--- src/rtl/rf_write_arbiter_pkg.sv ---
// Shared definitions for the register-file write arbiter: FSM state encoding,
// round-robin priority encoding and default datapath widths.
package rf_write_arbiter_pkg;

    localparam int DEFAULT_DATA_WIDTH = 32;
    localparam int DEFAULT_ADDR_WIDTH = 5;

    // State records which requester (if any) was accepted in the previous cycle.
    typedef enum logic [1:0] {
        ST_IDLE = 2'b00,
        ST_WR0  = 2'b01,
        ST_WR1  = 2'b10
    } wr_state_e;

    // Which requester wins the next contended cycle.
    typedef enum logic {
        PRIO_REQ0 = 1'b0,
        PRIO_REQ1 = 1'b1
    } rr_prio_e;

    function automatic wr_state_e next_state(input logic grant0, input logic grant1);
        if (grant0) begin
            return ST_WR0;
        end else if (grant1) begin
            return ST_WR1;
        end
        return ST_IDLE;
    endfunction

endpackage : rf_write_arbiter_pkg

--- src/rtl/rf_write_arbiter_addr_decoder.sv ---
// Binary register index to one-hot per-register write enable, gated by en.
module rf_addr_decoder #(
    parameter  int ADDR_WIDTH = 5,
    localparam int NUM_REGS   = 2 ** ADDR_WIDTH
) (
    input  logic                  en,
    input  logic [ADDR_WIDTH-1:0] addr,
    output logic [NUM_REGS-1:0]   onehot
);

    always_comb begin
        // NOTE: default every always_comb output first so no path infers a latch.
        onehot = '0;
        if (en) begin
            onehot[addr] = 1'b1;
        end
    end

endmodule : rf_addr_decoder

--- src/rtl/rf_write_arbiter.sv ---
// Two-port round-robin write arbiter in front of the register file, one-cycle
// write latency. Optional read-bypass ports are enabled with RF_WR_BYPASS_EN.
module rf_write_arbiter
    import rf_write_arbiter_pkg::*;
#(
    parameter  int DATA_WIDTH = DEFAULT_DATA_WIDTH,
    parameter  int ADDR_WIDTH = DEFAULT_ADDR_WIDTH,
    localparam int NUM_REGS   = 2 ** ADDR_WIDTH
) (
    input  logic                  clk,
    input  logic                  rst,
    input  logic                  stall,

    input  logic                  req0_valid,
    input  logic [ADDR_WIDTH-1:0] req0_addr,
    input  logic [DATA_WIDTH-1:0] req0_data,
    output logic                  req0_ready,

    input  logic                  req1_valid,
    input  logic [ADDR_WIDTH-1:0] req1_addr,
    input  logic [DATA_WIDTH-1:0] req1_data,
    output logic                  req1_ready,

    output logic [NUM_REGS-1:0]   rf_en,
    output logic [DATA_WIDTH-1:0] rf_wd,
    output logic [ADDR_WIDTH-1:0] rf_waddr
`ifdef RF_WR_BYPASS_EN
    ,
    input  logic [ADDR_WIDTH-1:0] rd_addr_a,
    input  logic [ADDR_WIDTH-1:0] rd_addr_b,
    output logic                  byp_hit_a,
    output logic                  byp_hit_b,
    output logic [DATA_WIDTH-1:0] byp_data
`endif
);

    wr_state_e             state_q, state_d;
    rr_prio_e              rr_q, rr_d;
    logic [ADDR_WIDTH-1:0] waddr_q, waddr_d;
    logic [DATA_WIDTH-1:0] wd_q, wd_d;

    logic grant0;
    logic grant1;
    logic write_en;

    // Grants are suppressed while reset is held so ready reads 0 during reset.
    always_comb begin
        grant0 = 1'b0;
        grant1 = 1'b0;
        if (rst && !stall) begin
            if (req0_valid && req1_valid) begin
                grant0 = (rr_q == PRIO_REQ0);
                grant1 = (rr_q == PRIO_REQ1);
            end else begin
                grant0 = req0_valid;
                grant1 = req1_valid;
            end
        end
    end

    assign req0_ready = grant0;
    assign req1_ready = grant1;

    // The pointer moves only on a transfer, so it survives idle cycles.
    always_comb begin
        state_d = next_state(grant0, grant1);
        rr_d    = rr_q;
        waddr_d = '0;
        wd_d    = '0;
        if (grant0) begin
            rr_d    = PRIO_REQ1;
            waddr_d = req0_addr;
            wd_d    = req0_data;
        end else if (grant1) begin
            rr_d    = PRIO_REQ0;
            waddr_d = req1_addr;
            wd_d    = req1_data;
        end
    end

    always_ff @(posedge clk or negedge rst) begin
        if (!rst) begin
            state_q <= ST_IDLE;
            rr_q    <= PRIO_REQ0;
            waddr_q <= '0;
            wd_q    <= '0;
        end else begin
            // NOTE: sequential state uses non-blocking assignments so every flop
            // samples the pre-edge values regardless of statement order.
            state_q <= state_d;
            rr_q    <= rr_d;
            waddr_q <= waddr_d;
            wd_q    <= wd_d;
        end
    end

    // Register x0 is hard-wired: an accepted write to it never raises an enable.
    assign write_en = (state_q != ST_IDLE) && (waddr_q != '0);

    rf_addr_decoder #(
        .ADDR_WIDTH (ADDR_WIDTH)
    ) u_addr_decoder (
        .en     (write_en),
        .addr   (waddr_q),
        .onehot (rf_en)
    );

    assign rf_wd    = wd_q;
    assign rf_waddr = waddr_q;

`ifdef RF_WR_BYPASS_EN
    assign byp_hit_a = write_en && (rd_addr_a != '0) && (rd_addr_a == waddr_q);
    assign byp_hit_b = write_en && (rd_addr_b != '0) && (rd_addr_b == waddr_q);
    assign byp_data  = wd_q;
`endif

endmodule : rf_write_arbiter

--- config.mk ---
export PLATFORM = sky130hd
export DESIGN_NAME = rf_write_arbiter
export DESIGN_NICKNAME = d
export VERILOG_FILES = /design/src/rtl/rf_write_arbiter_pkg.sv /design/src/rtl/rf_write_arbiter_addr_decoder.sv /design/src/rtl/rf_write_arbiter.sv
export SDC_FILE = /design/constraint.sdc
export NUM_CORES = 1
export LEC_CHECK = 0
export ABC_AREA = 1
export BUFFER_PORTS_ARGS = -buffer_cell sky130_fd_sc_hd__buf_2
export CORE_UTILIZATION = 38
export CTS_BUF_LIST = sky130_fd_sc_hd__clkbuf_4 sky130_fd_sc_hd__clkbuf_8
export DETAILED_ROUTE_END_ITERATION = 6
export PLACE_DENSITY = 0.78
export REMOVE_ABC_BUFFERS = 1
export SLEW_MARGIN = 10
export SYNTH_ARGS = -nofsm -noshare
export SYNTH_HDL_FRONTEND = slang
export SYNTH_SLANG_ARGS = --single-unit
--- constraint.sdc ---
create_clock -name clk -period 1 [get_ports clk]
set_input_delay 0.05 -clock clk [delete_from_list [all_inputs] [get_ports clk]]
set_output_delay 0.05 -clock clk [all_outputs]
set_load 0.05 [all_outputs]
==> run_results.csv <==
group,metric,value,unit
logic_synthesis,synth_area_per_cell,8.691,um2
cells_and_area,final_common_cell,"buf_2",
timing,finalSetupViolations,76,
worst_setup_path,max_stage_delay,430,ps
logic_synthesis,synthMuxAreaShare,0,%
logic_synthesis,ys_types,18,
global_routing,grt_usage,25.01,%
worst_hold_path,min_path_type,"in2reg",
clock_network,clk_latency,280,ps
floorplan,start_util,40.24,%
routing,route.detailed.drc,0,
logic_synthesis,synth-xor-area-share,0,%
routing,postRouteAntennaNets,0,
logic_synthesis,ys_seq_area_share,47.79,%
power,p_leak,1.908,nW
placement,placedCellCount,452,
worst_setup_path,crit_type,"reg2out",
floorplan,die_w,76.24,um
worst_setup_path,critPathBufInv,2,
clock_network,clk_pin_slew,80,ps
cells_and_area,drive_above_1_share,59.55,%
cells_and_area,diodes,0,
placement,postPlaceCellArea,2875,um2
logic_synthesis,synthAdderAreaFrac,0,%
logic_synthesis,synth-simple-area-share,40.26,%
timing,fmaxAchievable,670.8,MHz
placement,port_buffers,148,
cells_and_area,fill_cells,373,
global_routing,grt_first_pass_wirelength,11.61,mm
cells_and_area,multi_input_area,1060,um2
logic_synthesis,synth_top_family_by_area,"simple AND/OR/NAND/NOR gates",
timing,fin_ws,-490.7,ps
routing,num_vias,2508,
logic_synthesis,synth_compound_area_share,0.2389,%
floorplan,core,5205,um2
timing,period_needed,1491,ps
worst_setup_path,crit_path_start_kind,"flop",
cells_and_area,fin_area,3630,um2
global_routing,gr-total-overflow,0,
timing,grt_setup_unrepaired,"yes",
worst_setup_path,cp_data_arrival_time,1440,ps
cells_and_area,layout_common_cells,"110 x buf_2, 74 x nand4_1, 38 x nand2_1",
worst_setup_path,crit_fanout,4,
routing,routed_wl,7.653,mm
outcome,status,"finished with violations",
timing,hold_viol,0,
cells_and_area,seqCellArea,1006,um2
logic_synthesis,synth_area,2095,um2
logic_synthesis,synth_top_area_share,47.79,%
worst_setup_path,critical_path.cell_chain,"inv_2 -> nand3_2 -> nor2_2 -> buf_6",
worst_setup_path,slowest_stage,"dfrtp_1",
power,powerDensity,1155,nW/um2
clock_network,cts.sinks,40,
cells_and_area,utilization,69.74,%
worst_setup_path,end_kind,"output pin",
placement,hpwl,4.667,mm
floorplan,rows,26,
clock_network,cts.path.max_buffers,2,
clock_network,cts_root_buf,"clkbuf_8",
floorplan,fp.dieH,76.24,um
floorplan,die_area,5813,um2
routing,avgRoutedWirePerCell,16.35,um
logic_synthesis,ys_top_cells_by_area,"dfrtp_1 48%, nand4_1 22%, nand2_1 7.5%",
cells_and_area,syn_to_final_growth,73.30,%
logic_synthesis,ys_ff_latch,40,
cells_and_area,stdcell_count,468,
outcome,violations,"negative setup slack",
timing,fin_crit_sh,149.1,%
floorplan,num_io_pins,150,
placement,place_congestion,0.7315,
timing,maxSlewViolCount,0,
global_routing,grt_max_degree,43,
logic_synthesis,netlist_instances,241,
power,ir_drop,717.3,uV
clock_network,cts_buffers,5,
global_routing,grt_pass1_vias,2341,
clock_network,cts_tree,"built",
logic_synthesis,yosysTopAreaCell,"dfrtp_1",
routing,firstDrtPassIters,5,
logic_synthesis,yosys_warnings,0,
timing,skew,3.966,ps
timing,final.setup.tns,-17160,ps
run,maxCapViolations,0,
global_routing,antenna_found_initial,0,
routing,drt-initial-drc-count,154,
clock_network,cts_max_level,2,
worst_setup_path,required,950,ps
cells_and_area,nets,476,
worst_setup_path,crit_family,"flip-flops",
routing,via_per_inst,5.359,
[cell type report]
class | instances | area share [%]
Sequential cell | 40 | 27.71
Inverter | 9 | 0.9997
Clock buffer | 8 | 2.689
Multi-Input combinational cell | 167 | 29.20
Timing Repair Buffer | 174 | 36.99
Tap cell | 70 | 2.413
[stage by stage]
stage | setup slack (ps) | power, mW | hold slack [ps]
finish | -490.7 | 4.193 | 4.264
global route | -544.6 | 4.396 | 9.075
CTS | -369.6 | 4.146 | 1.466
detailed placement | -210.4 | 2.774 | 91.68
global placement | -165.9 | 2.757 | 85.09
floorplan | -707.1 | 2.286 | -245.6
[kinds of logic after synthesis]
family,Yosys count
simple gates,165
flops,40
buf+inv,34
compound gates,1
other cells,1
[synthesized netlist by cell type]
master and count:
and2_1 2, buf_12 3, buf_2 13, buf_4 4, buf_8 3, clkbuf_1 2
conb_1 1, dfrtp_1 40, inv_1 6, inv_2 3, nand2_1 42, nand3_1 9
nand3_2 2, nand4_1 74, nor2_1 34, nor2_4 1, o21ai_0 1, or2_1 1
[power by group]
| part | total [mW] | leakage (nW) | internal, mW | switching [mW] |
|---|---|---|---|---|
| logic | 1.29 | 1.32 | 0.472 | 0.821 |
| clock network | 1.16 | 0.0523 | 0.618 | 0.542 |
| registers | 1.74 | 0.534 | 1.70 | 0.0415 |
| total | 4.19 | 1.91 | 2.79 | 1.40 |
[metal layers]
| layer | vias to the layer above | global-route usage, % | part of all wire (%) |
|---|---|---|---|
| met2 | 150 | 46.31 | 52 |
| met5 | - | 0 | 0 |
| met1 | 1173 | 29.09 | 39 |
| met3 | 14 | 5.150 | 7.5 |
| met4 | 0 | 6.538 | 1.7 |
| li1 | 1171 | - | - |
[final timing paths]
| kind | from | end | slack [ps] | depth (start not counted) |
|---|---|---|---|---|
| worst min register to register | rr_q | rr_q | 630 | 2 |
| min in group asynchronous | rst | rf_wd[15] | 360 | 3 |
| worst min-delay path | req0_data[2] | rf_wd[2] | 4 | 3 |
| max in group asynchronous | rst | rf_waddr[2] | 350 | 3 |
| worst max-delay path | rf_waddr[4] | rf_en[14] | -490 | 4 |
| worst max register to register | rr_q | rf_wd[24] | -100 | 6 |
[worst reg2reg max path: stages, from the launching register on]
cell and delay [ps]:
dfrtp_1 410, inv_2 90, nand2_4 60, buf_12 150, buf_8 140, nand4_1 80
nand2_1 70
[sequential cells by signal (all words and copies together) (netlist names)]
name,cells
rr_q,1
rf_wd,32
state_q,2
rf_waddr,5
[timing repair]
action                                  4_1_cts  5_1_grt
endpoints found under the setup margin       76       76
hold endpoints to repair                     40        0
hold buffers                                  1        0
gates cloned                                  2        0
buffers inserted                              4        1
pin swaps                                     8        7
gates resized for setup                     116       51
Power figures use the tool's default switching activity.
